**src/rtl/hamming_block_decoder.sv**
```systemverilog
// hamming_block_decoder: multi-lane Hamming SEC decoder for PUF helper-data frames.
// Optional per-block error map enabled by HAMMING_DEC_ERRMAP_EN.
module hamming_block_decoder #(
   parameter int R     = 4,
   parameter int NBLK  = 24,
   parameter int LANES = 1,
   parameter int CW    = $clog2(NBLK + 1)
) (
   input  logic                    clk,
   input  logic                    reset,
   input  logic                    start,
   input  logic [NBLK*(2**R-1-R)-1:0] i_data,
   input  logic [NBLK*R-1:0]       i_helper,
   output logic                    busy,
   output logic                    done,
   output logic [NBLK*(2**R-1-R)-1:0] o_data,
   output logic [CW-1:0]           o_err_cnt,
   output logic [NBLK-1:0]         o_err_map
);
   localparam int N  = 2**R - 1;
   localparam int K  = N - R;
   localparam int G  = NBLK / LANES;
   localparam int GW = (G > 1) ? $clog2(G) : 1;

   typedef enum logic [1:0] {IDLE, RUN, DONE} state_t;

   state_t            state, state_nx;
   logic [GW-1:0]     grp;
   logic [NBLK*K-1:0] frm_data;
   logic [NBLK*R-1:0] frm_helper;
   logic [LANES*K-1:0] lane_data;
   logic [LANES-1:0]  lane_err;
   logic [CW-1:0]     lane_cnt;

   // Helper bit j lives at position 2^j; data bits fill the other positions in order.
   function automatic logic [K:0] decode(input logic [K-1:0] d, input logic [R-1:0] h);
      logic [R-1:0] s;
      logic [K-1:0] c;
      int j, di;
      s = '0;
      j = 0;
      di = 0;
      for (int p = 1; p <= N; p++) begin
         if ((p & (p - 1)) == 0) begin
            if (h[j]) s = s ^ R'(p);
            j++;
         end else begin
            if (d[di]) s = s ^ R'(p);
            di++;
         end
      end
      c = d;
      di = 0;
      for (int p = 1; p <= N; p++) begin
         if ((p & (p - 1)) != 0) begin
            if (s == R'(p)) c[di] = ~d[di];
            di++;
         end
      end
      return {s != '0, c};
   endfunction

   always_comb begin
      lane_data = '0;
      lane_err  = '0;
      lane_cnt  = '0;
      for (int l = 0; l < LANES; l++) begin
         {lane_err[l], lane_data[l*K +: K]} = decode(frm_data[(int'(grp)*LANES + l)*K +: K],
                                                     frm_helper[(int'(grp)*LANES + l)*R +: R]);
         lane_cnt = lane_cnt + CW'(lane_err[l]);
      end
   end

   always_ff @(posedge clk)
      state <= reset ? IDLE : state_nx;

   always_comb begin
      state_nx = (state == IDLE) ? (start ? RUN : IDLE) :
                 (state == RUN)  ? ((grp == GW'(G - 1)) ? DONE : RUN) : IDLE;
   end

   always_comb begin
      busy = (state == RUN);
      done = (state == DONE);
   end

   always_ff @(posedge clk) begin
      if (reset) begin
         grp        <= '0;
         frm_data   <= '0;
         frm_helper <= '0;
         o_data     <= '0;
         o_err_cnt  <= '0;
      end else if (state == IDLE && start) begin
         grp        <= '0;
         frm_data   <= i_data;
         frm_helper <= i_helper;
         o_err_cnt  <= '0;
      end else if (state == RUN) begin
         grp       <= grp + GW'(1);
         o_err_cnt <= o_err_cnt + lane_cnt;
         for (int l = 0; l < LANES; l++)
            o_data[(int'(grp)*LANES + l)*K +: K] <= lane_data[l*K +: K];
      end
   end

`ifdef HAMMING_DEC_ERRMAP_EN
   always_ff @(posedge clk) begin
      if (reset || (state == IDLE && start))
         o_err_map <= '0;
      else if (state == RUN)
         for (int l = 0; l < LANES; l++)
            if (lane_err[l]) o_err_map[int'(grp)*LANES + l] <= 1'b1;
   end
`else
   assign o_err_map = '0;
`endif

endmodule

```
**config.mk**
```make
export PLATFORM = sky130hd
export DESIGN_NAME = hamming_block_decoder
export DESIGN_NICKNAME = d
export VERILOG_FILES = /design/src/rtl/hamming_block_decoder.sv
export SDC_FILE = /design/constraint.sdc
export NUM_CORES = 1
export LEC_CHECK = 0
export BUFFER_PORTS_ARGS = -buffer_cell sky130_fd_sc_hd__buf_2
export CAP_MARGIN = 25
export CORE_MARGIN = 5
export CORE_UTILIZATION = 40
export DETAILED_ROUTE_END_ITERATION = 6
export PLACE_DENSITY = 0.63
export REMOVE_ABC_BUFFERS = 1
export SLEW_MARGIN = 20
export SYNTH_ARGS = -nofsm -noshare
export SYNTH_HDL_FRONTEND = slang
export SYNTH_SLANG_ARGS = --single-unit
export TNS_END_PERCENT = 1
```
**constraint.sdc**
```tcl
create_clock -name clk -period 4.4 [get_ports clk]
set_input_delay 1.32 -clock clk [delete_from_list [all_inputs] [get_ports clk]]
set_output_delay 1.32 -clock clk [all_outputs]
set_load 0.02 [all_outputs]
```
# Word-level counts from Yosys, hierarchy flattened
# Index checks and enable logic that the tools add are counted.
# W data, S select, Z words.
dict set report word_totals {
  elab_cells 90
  mem_count 0
  latch_bits 0
  regBits 636
  mem_bits_ro 0
  ramBits 0
}
dict set report op_classes {
  div 0
  muxes 31
  reduce_logical 5
  n_shift 4
  n_eq_ne 14
  add_sub_neg 3
  bitwise 26
  n_lt_le_gt_ge 0
  multipliers 1
}
# op n
set op_table {}
lappend op_table {{$bwmux W264} 1}
lappend op_table {{$shift A11 B33 Y264 const A} 1}
lappend op_table {{$shiftx A11 B33 Y264} 1}
lappend op_table {{$shiftx A264 B10 Y11} 1}
lappend op_table {{$shiftx A96 B8 Y4} 1}
lappend op_table {{$mux W4} 9}
lappend op_table {{$neg A32 Y33} 1}
lappend op_table {{$eq A4 B4 Y1 const B} 7}
lappend op_table {{$mux W3} 5}
lappend op_table {{$eq A4 B3 Y1 const B} 3}
lappend op_table {{$mux W2} 6}
lappend op_table {{$not A1 Y1} 12}
lappend op_table {{$not A2 Y2} 6}
lappend op_table {{$not A3 Y3} 4}
lappend op_table {{$mux W11} 1}
lappend op_table {{$mux W10} 1}
lappend op_table {{$mul A5 B4 Y9 const B} 1}
lappend op_table {{$mux W9} 1}
lappend op_table {{$mux W8} 1}
lappend op_table {{$mux W7} 1}
lappend op_table {{$mux W6} 1}
lappend op_table {{$add A5 B1 Y5} 1}
lappend op_table {{$add A5 B1 Y5 const B} 1}
lappend op_table {{$eq A5 B5 Y1 const B} 1}
lappend op_table {{other kinds (12)} 16}

# Longest topological paths before layout
# Gate-level depths: netlist of run 1.
dict set report logic_depth {
  word_depth 41
  depth_mapped 19
  depth_no_buf 13
}

# Least setup slack after synthesis of run 1
# No wires, ideal clock.
dict set report synth_path {
  path_type {register -> register}
  start {reg grp[0]}
  end {reg o_err_cnt[4]}
  period_less_slack_ps 3990
  setup_time_ps 128
  required_time_ps 4272
  arrival_ps 3862
  path_slack_ps 410
  path_stages_with_launch 15
  n_path_buf 2
  path_cell_list {dfxtp_1 buf_6 buf_6 mux4_2 a221oi_1 a31oi_4 xor2_1 xnor3_2 or3_4 a2bb2o_1 ha_1 ha_1 nand4_1 xor2_1 nor2_1}
}
dict set report synth_via {
  elab_chain_cells 25
  word_cells_on_any_way 31
}
# element line
set synth_rtl {}
lappend synth_rtl {{from (decl)} 28} ;# logic [GW-1:0] grp;
lappend synth_rtl {{from (signal assigned)} 100} ;# grp <= grp + GW'(1);
lappend synth_rtl {{parallel branches: the longest is 22 deep, another holds $mul A5 B4 Y9} n/a}
lappend synth_rtl {{$mux W4 (*)} 48} ;# if (d[di]) s = s ^ R'(p);
lappend synth_rtl {{$reduce_bool A4 Y1 (*)} 60} ;# return {s != '0, c};
lappend synth_rtl {{$add A5 B1 Y5 (*)} 101} ;# o_err_cnt <= o_err_cnt + lane_cnt;
lappend synth_rtl {{to (signal assigned)} 101}
lappend synth_rtl {{to (decl)} 17} ;# output logic [CW-1:0] o_err_cnt,
# Mark *: on every way between the ends.
# A chain may end at the register's enable or synchronous reset.

# Final worst setup path of run 1
# Ends and elaborated chain as after synthesis.

==> results of run 1 <==
-- kinds of logic (layout without fill, tap and decap cells) --
kind of cell    count (synthesis)  after routing
simple gates                 1126           1126
other cells                     1             24
compound gates                732            732
xor+xnor                       42             42
buf+inv                       277            870
mux                           122            122
flops                         636            636
fa+ha+maj                       6              6
-- what timing repair did --
action                                  CTS  global route
cloned                                    0             0
pin swaps                                 0             1
resized for setup                         2            12
endpoints found under the setup margin   13            28
hold buffers                              0             0
hold endpoints to repair                  0             0
-- critical path: cells and delay by family (launching register included) --
family | cells | cell delay, ns
xor gates and xnor gates | 4 | 0.88
AOI/OAI and AO/OA | 3 | 0.85
DFF | 1 | 0.57
buffers and inverters | 3 | 0.52
and+or+nand+nor | 3 | 0.50
adders and majority gates | 2 | 0.41
muxes | 1 | 0.34
-- power breakdown --
part / leakage (nW) / switching [mW] / total, mW / internal (mW)
Clock: 1.09 / 2.37 / 5.71 / 3.34
Combinational: 6.91 / 1.45 / 2.32 / 0.868
Sequential: 5.18 / 0.131 / 6.10 / 5.97
Total: 13.2 / 3.95 / 14.1 / 10.2
-- worst paths after layout --
check | startpoint | to | slack, ns | cells past startpoint
max reg2reg | grp[0]$_SDFFE_PP0P_ | o_err_cnt[4]$_SDFFE_PP0P_ | 0.20 | 16
min reg2reg | o_data[86]$_SDFFE_PP0P_ | o_data[86]$_SDFFE_PP0P_ | 0.44 | 2
max | grp[0]$_SDFFE_PP0P_ | o_err_cnt[4]$_SDFFE_PP0P_ | 0.20 | 16
min | o_data[86]$_SDFFE_PP0P_ | o_data[86]$_SDFFE_PP0P_ | 0.44 | 2
-- Yosys cell counts, types with 4 or more instances --
library cell / number / share of area (%)
nor3_1: 5 / 0.096
buf_2: 18 / 0.35
and3_1: 6 / 0.14
o21ai_1: 65 / 1.3
mux2i_1: 51 / 2.0
a211oi_1: 53 / 1.5
a211o_1: 5 / 0.17
mux2_2: 9 / 0.39
mux4_2: 50 / 4.3
inv_1: 4 / 0.058
buf_4: 36 / 1.0
a21oi_1: 388 / 7.5
o22ai_1: 9 / 0.22
clkbuf_1: 183 / 2.6
o21ai_0: 62 / 1.2
xor2_1: 11 / 0.37
ha_1: 6 / 0.29
a211oi_2: 83 / 4.0
xnor2_2: 12 / 0.75
xnor2_1: 13 / 0.44
nor2b_1: 15 / 0.36
nor2_1: 160 / 2.3
o211ai_1: 4 / 0.12
and2_1: 4 / 0.096
a22oi_1: 7 / 0.20
nand4_1: 4 / 0.096
o21ai_2: 14 / 0.47
a221oi_2: 4 / 0.23
buf_1: 9 / 0.13
dfxtp_1: 636 / 49
mux4_1: 12 / 1.2
a221oi_1: 12 / 0.40
buf_6: 18 / 0.78
nand3_1: 12 / 0.23
nand2_1: 902 / 13
-- sequential cells by signal, indices dropped and copies added, names as in the netlist --
| signal | cells |
|---|---|
| grp | 5 |
| frm_data | 264 |
| o_err_cnt | 5 |
| state | 2 |
| frm_helper | 96 |
| o_data | 264 |
-- area by class of cell --
| type | instances | share of cell area, % |
|---|---|---|
| Clock inverter | 19 | 0.676 |
| Tap cell | 855 | 3.28 |
| Multi-Input combinational cell | 2052 | 37.3 |
| Sequential cell | 636 | 39.1 |
| Timing Repair Buffer | 744 | 13.4 |
| Inverter | 7 | 0.0806 |
| Clock buffer | 100 | 6.15 |
-- metal layers --
layer	up-vias	track usage, %
met5	-	0
met4	0	9.33
met3	182	4.44
met2	814	40.9
met1	10500	30.7
li1	11100	-
-- through the flow --
stage	instances	setup TNS, ns	worst slack (ns)
after floorplan	2695	-1726.92	-4.05
final	4413	0	0.196
after detailed placement	4290	0	0.0236
after global placement	4289	0	0.0110
after global routing	4413	-0.757	-0.104
after CTS	4409	0	0.00161
==> results.cfg, run 1 <==
[run_status]
status = complete, no violations

[power]
vdd_ir_drop_max_uv = 234
p_leak_nw = 13.2
power.density_nw_per_um2 = 434
total_power_mw = 14.1

[synth]
synth_xor_area_share_pct = 2.06
synth_top_family_by_area = compound AO/OA/AOI/OAI gates
yosys_warnings = 0
synthSimpleGateAreaFrac_pct = 17.0
yosysUniqueCellTypes = 78
synthMuxAreaShare_pct = 7.89
synth_cells = 2942
avgSynthCellArea_um2 = 8.84
synth_adder_area_share_pct = 0.289
ys_seq_area_share_pct = 48.9
synth_enable_flop_cells = 0
ys_seq_elements = 636
postSynth.asyncResetShare_pct = 0
synthFlopType = dfxtp_1
netlist_area_um2 = 26000
synth_compound_area_share_pct = 18.4

[clock_tree]
clk_latency_ns = 0.61
tritoncts = built
numCtsBuffers = 68
htreeDepth = 3
cts.sinks = 636
clk_pin_slew_ns = 0.06
ctsRootBufferMaster = clkbuf_16
cts_setup_buffers = 0
clk_path_buf_depth = 3

[sta]
fmax_mhz = 238
worst_pin_slew_ns = 1.09
hold_viol = 0
finalCriticalPeriod_ns = 4.20
hold-worst-slack_ns = 0.443
rsz0062_at_grt = yes
post-route-period-util_pct = 95.5
slew_viol_final = 0
fin_skew_ns = 0.0292
maxSlewHeadroom_pct = 27.3
setup_viol = 0

[routing]
detail_route.wirelength_mm = 89.9
drc_errors = 0
top_layer = met4
dr_wl_met3_mm = 5.85
drt_iter0_drc = 1687
viasPerCell = 5.13
dr_wl_met2_mm = 43.3
vias = 22600
first_pass_iters = 5
routedLengthMet1_mm = 37.2
wl_per_cell_um = 20.4
ant_nets = 0

[floorplan]
initial_utilization_pct = 40.4
die_x_um = 265
ios = 658
dieArea_um2 = 70200
core-area_um2 = 64500
die_y_um = 265
rows = 93

[place]
hpwl_mm = 65.7
gp_congestion = 0.889
port_buffers = 633
placed_area_um2 = 30200

[layout]
insertedDiodeCount = 0
mostFrequentLayoutCells = 901 x nand2_1, 632 x dfxtp_1, 632 x buf_2
fin_nets = 3878
finalInstanceArea_um2 = 32600
n_fill_cell = 6225
postLayoutCoreUtil_pct = 50.6
seq_area_um2 = 12700
final_common_cell = nand2_1
multi_input_area_um2 = 12200
final_layout_size_suffix_gt1_share_pct = 30.0
syn2layout_area_growth_pct = 25.3

[grt]
grt_pass1_vias = 21900
antenna_found_initial = 2
grt_max_degree = 186
grt_first_pass_wirelength_mm = 132
grtUsageTotal_pct = 24.1
overflow = 0

[setup_path]
path_class = reg -> reg
critPathLaunchType = flip-flop
cp_slowest_stage_delay_ns = 0.57
crit_slowest_cell = dfxtp_4
cp.required_ns = 4.86
worstPathArrival_ns = 4.67
crit_chain = buf_12 > buf_12 > mux2_2 > a221oi_2 > a31oi_4 > xnor2_2 > xnor2_1 > buf_4 > xor3_1 > or3_4 > a2bb2o_1 > ha_1 > ha_1 > nand4_1 > xor2_1 > nor2_1
end_kind = flip-flop
critPathMaxFanout = 13

[hold_path]
hp-class = reg -> reg

[run]
drv_cap = 0
Power figures use the tool's default switching activity.
==> run 2: changes to the inputs <==
--- a/config.mk
+++ b/config.mk
@@ -9,6 +9,7 @@
 export CAP_MARGIN = 25
 export CORE_MARGIN = 5
 export CORE_UTILIZATION = 40
+export CTS_BUF_LIST = sky130_fd_sc_hd__clkbuf_4 sky130_fd_sc_hd__clkbuf_8
 export DETAILED_ROUTE_END_ITERATION = 6
 export PLACE_DENSITY = 0.63
 export REMOVE_ABC_BUFFERS = 1
==> run 2 against run 1 <==
Net effect: first-iteration DRC count fell by 4.8%; cell area rose by 0.27%; sequential power barely moved; register-to-register slack barely moved; count of clock-buffer cells in the layout rose by 71.
==> results.cfg, run 2 (synthesized netlist as in run 1, its figures left out) <==
[routing]
vias = 22800
viasPerCell = 5.08
drc_errors = 0
drt_iter0_drc = 1606
wl_per_cell_um = 20.2
first_pass_iters = 5
ant_nets = 0
detail_route.wirelength_mm = 90.4

[sta]
maxSlewHeadroom_pct = 27.4
fin_skew_ns = 0.0385
finalCriticalPeriod_ns = 4.20
worst_pin_slew_ns = 1.08
setup_viol = 0
fin_ws_ns = 0.201
slew_viol_final = 0
fmax_mhz = 238
rsz0062_at_grt = yes
finalSetupTns_ns = 0
hold_viol = 0
post-route-period-util_pct = 95.4

[run]
drv_cap = 0

[power]
p_leak_nw = 13.3
combPwrFrac_pct = 17.0
vdd_ir_drop_max_uv = 245
p_switching_mw = 4.00
switching_share_pct = 28.6
power.density_nw_per_um2 = 429
intPower_mw = 10.0
power_frac_clock_pct = 39.4
seq_power_share_pct = 43.6

[grt]
grtUsageTotal_pct = 24.2
grt_pass1_vias = 22000
overflow = 0
antenna_found_initial = 3
grt_max_degree = 186
grt_first_pass_wirelength_mm = 132

[setup_path]
critPathLaunchType = flip-flop
worstPathArrival_ns = 4.78
end_kind = flip-flop
crit_chain = buf_6 > buf_4 > mux4_1 > nand2_1 > a21oi_1 > o21ai_4 > xor2_4 > xor2_2 > nor3b_1 > o211ai_1 > xnor2_4 > buf_12 > a211oi_1
path_class = reg -> reg
crit_slowest_cell = o211ai_1
cp_slowest_stage_delay_ns = 0.86
cp.required_ns = 4.98
critPathMaxFanout = 13

[layout]
fin_nets = 3916
syn2layout_area_growth_pct = 25.6
seq_area_um2 = 12700
postLayoutCoreUtil_pct = 50.7
finalInstanceArea_um2 = 32700
reg_top3 = frm_data (264), o_data (264), frm_helper (96)
multi_input_area_um2 = 12200
n_fill_cell = 6241
stdcell_count = 4486
final_layout_size_suffix_gt1_share_pct = 31.7
mostFrequentLayoutCells = 901 x nand2_1, 632 x dfxtp_1, 632 x buf_2
final_common_cell = nand2_1

[clock_tree]
clk_path_buf_depth = 3
ctsRootBufferMaster = clkbuf_8
tritoncts = built
clk_pin_slew_ns = 0.06
clk_latency_ns = 0.70
htreeDepth = 3
numCtsBuffers = 104
cts_hold_buf = 0
cts.sinks = 636

[hold_path]
hp-class = reg -> reg

[floorplan]
rows = 93
die_x_um = 265
die_y_um = 265
dieArea_um2 = 70200
ios = 658
initial_utilization_pct = 40.4
core-area_um2 = 64500

[run_status]
status = complete, no violations

[place]
post-place-cells = 4290
port_buffers = 633
gp_congestion = 0.889
hpwl_mm = 65.7
pre_cts_ws_ns = 0.0236
placed_area_um2 = 30200
-- run 2: cell count changes in the layout (fill, tap and decap cells not counted), sizes merged --
cell and change:
buf +2, bufinv -2, clkbuf +70, clkinv +1, clkinvlp -1, diode +1
inv +1, xnor2 +1
-- run 2: repair_timing --
| item | CTS | global route |
|---|---|---|
| hold endpoints to repair | 0 | 0 |
| setup buffers | 0 | 2 |
| cloned | 0 | 1 |
| endpoints found under the setup margin | 10 | 27 |
| pin swaps | 1 | 3 |
| gates resized for setup | 2 | 4 |
-- run 2: worst paths after layout --
check                           start                       end  slack [ns]  cells after the start
min reg2reg  o_data[148]$_SDFFE_PP0P_  o_data[148]$_SDFFE_PP0P_        0.44                      2
max               grp[0]$_SDFFE_PP0P_   o_data[23]$_SDFFE_PP0P_        0.20                     13
min          o_data[148]$_SDFFE_PP0P_  o_data[148]$_SDFFE_PP0P_        0.44                      2
max reg2reg       grp[0]$_SDFFE_PP0P_   o_data[23]$_SDFFE_PP0P_        0.20                     13
-- run 2: worst max-delay path: cells and delay by family (launching register included) --
| kind | cells | cell delay, ns |
|---|---|---|
| AO/OA/AOI/OAI | 4 | 1.52 |
| XOR/XNOR | 3 | 0.60 |
| buffers and inverters | 3 | 0.63 |
| flip-flops | 1 | 0.57 |
| multiplexers | 1 | 0.55 |
| AND/OR/NAND/NOR | 2 | 0.19 |
-- run 2: cell type report --
| class | count | area share (%) |
|---|---|---|
| diodes | 1 | 0.00766 |
| clock buffers | 171 | 6.51 |
| clock inverters | 18 | 0.482 |
| inverters | 7 | 0.0804 |
| multi-input cells | 2053 | 37.2 |
| flip-flops and latches | 636 | 39.0 |
| well taps | 855 | 3.27 |
| repair buffers | 745 | 13.5 |
-- run 2: metal layers --
layer	vias to the layer above	wire [um]	global-route usage, %
met3	157	6220	4.73
met1	10600	37400	30.9
li1	11200	-	-
met5	-	0	0
met4	0	3140	9.06
met2	852	43600	40.9
-- run 2: per-stage QoR --
step,hold slack [ns],power (mW)
6_report,0.442,14.0
5_1_grt,0.458,14.6
4_1_cts,0.448,14.0
3_5_place_dp,0.436,8.53
3_3_place_gp,0.429,8.52
2_1_floorplan,0.425,7.39
-- run 2: power by group through the flow --
stage                     Sequential (mW)  Clock, mW  Combinational (mW)
after floorplan                      6.21          0                1.18
after global placement               6.23          0                2.29
after detailed placement             6.23          0                2.29
after CTS                            6.11       5.64                2.30
after global routing                 6.12       5.92                2.54
final                                6.11       5.52                2.38
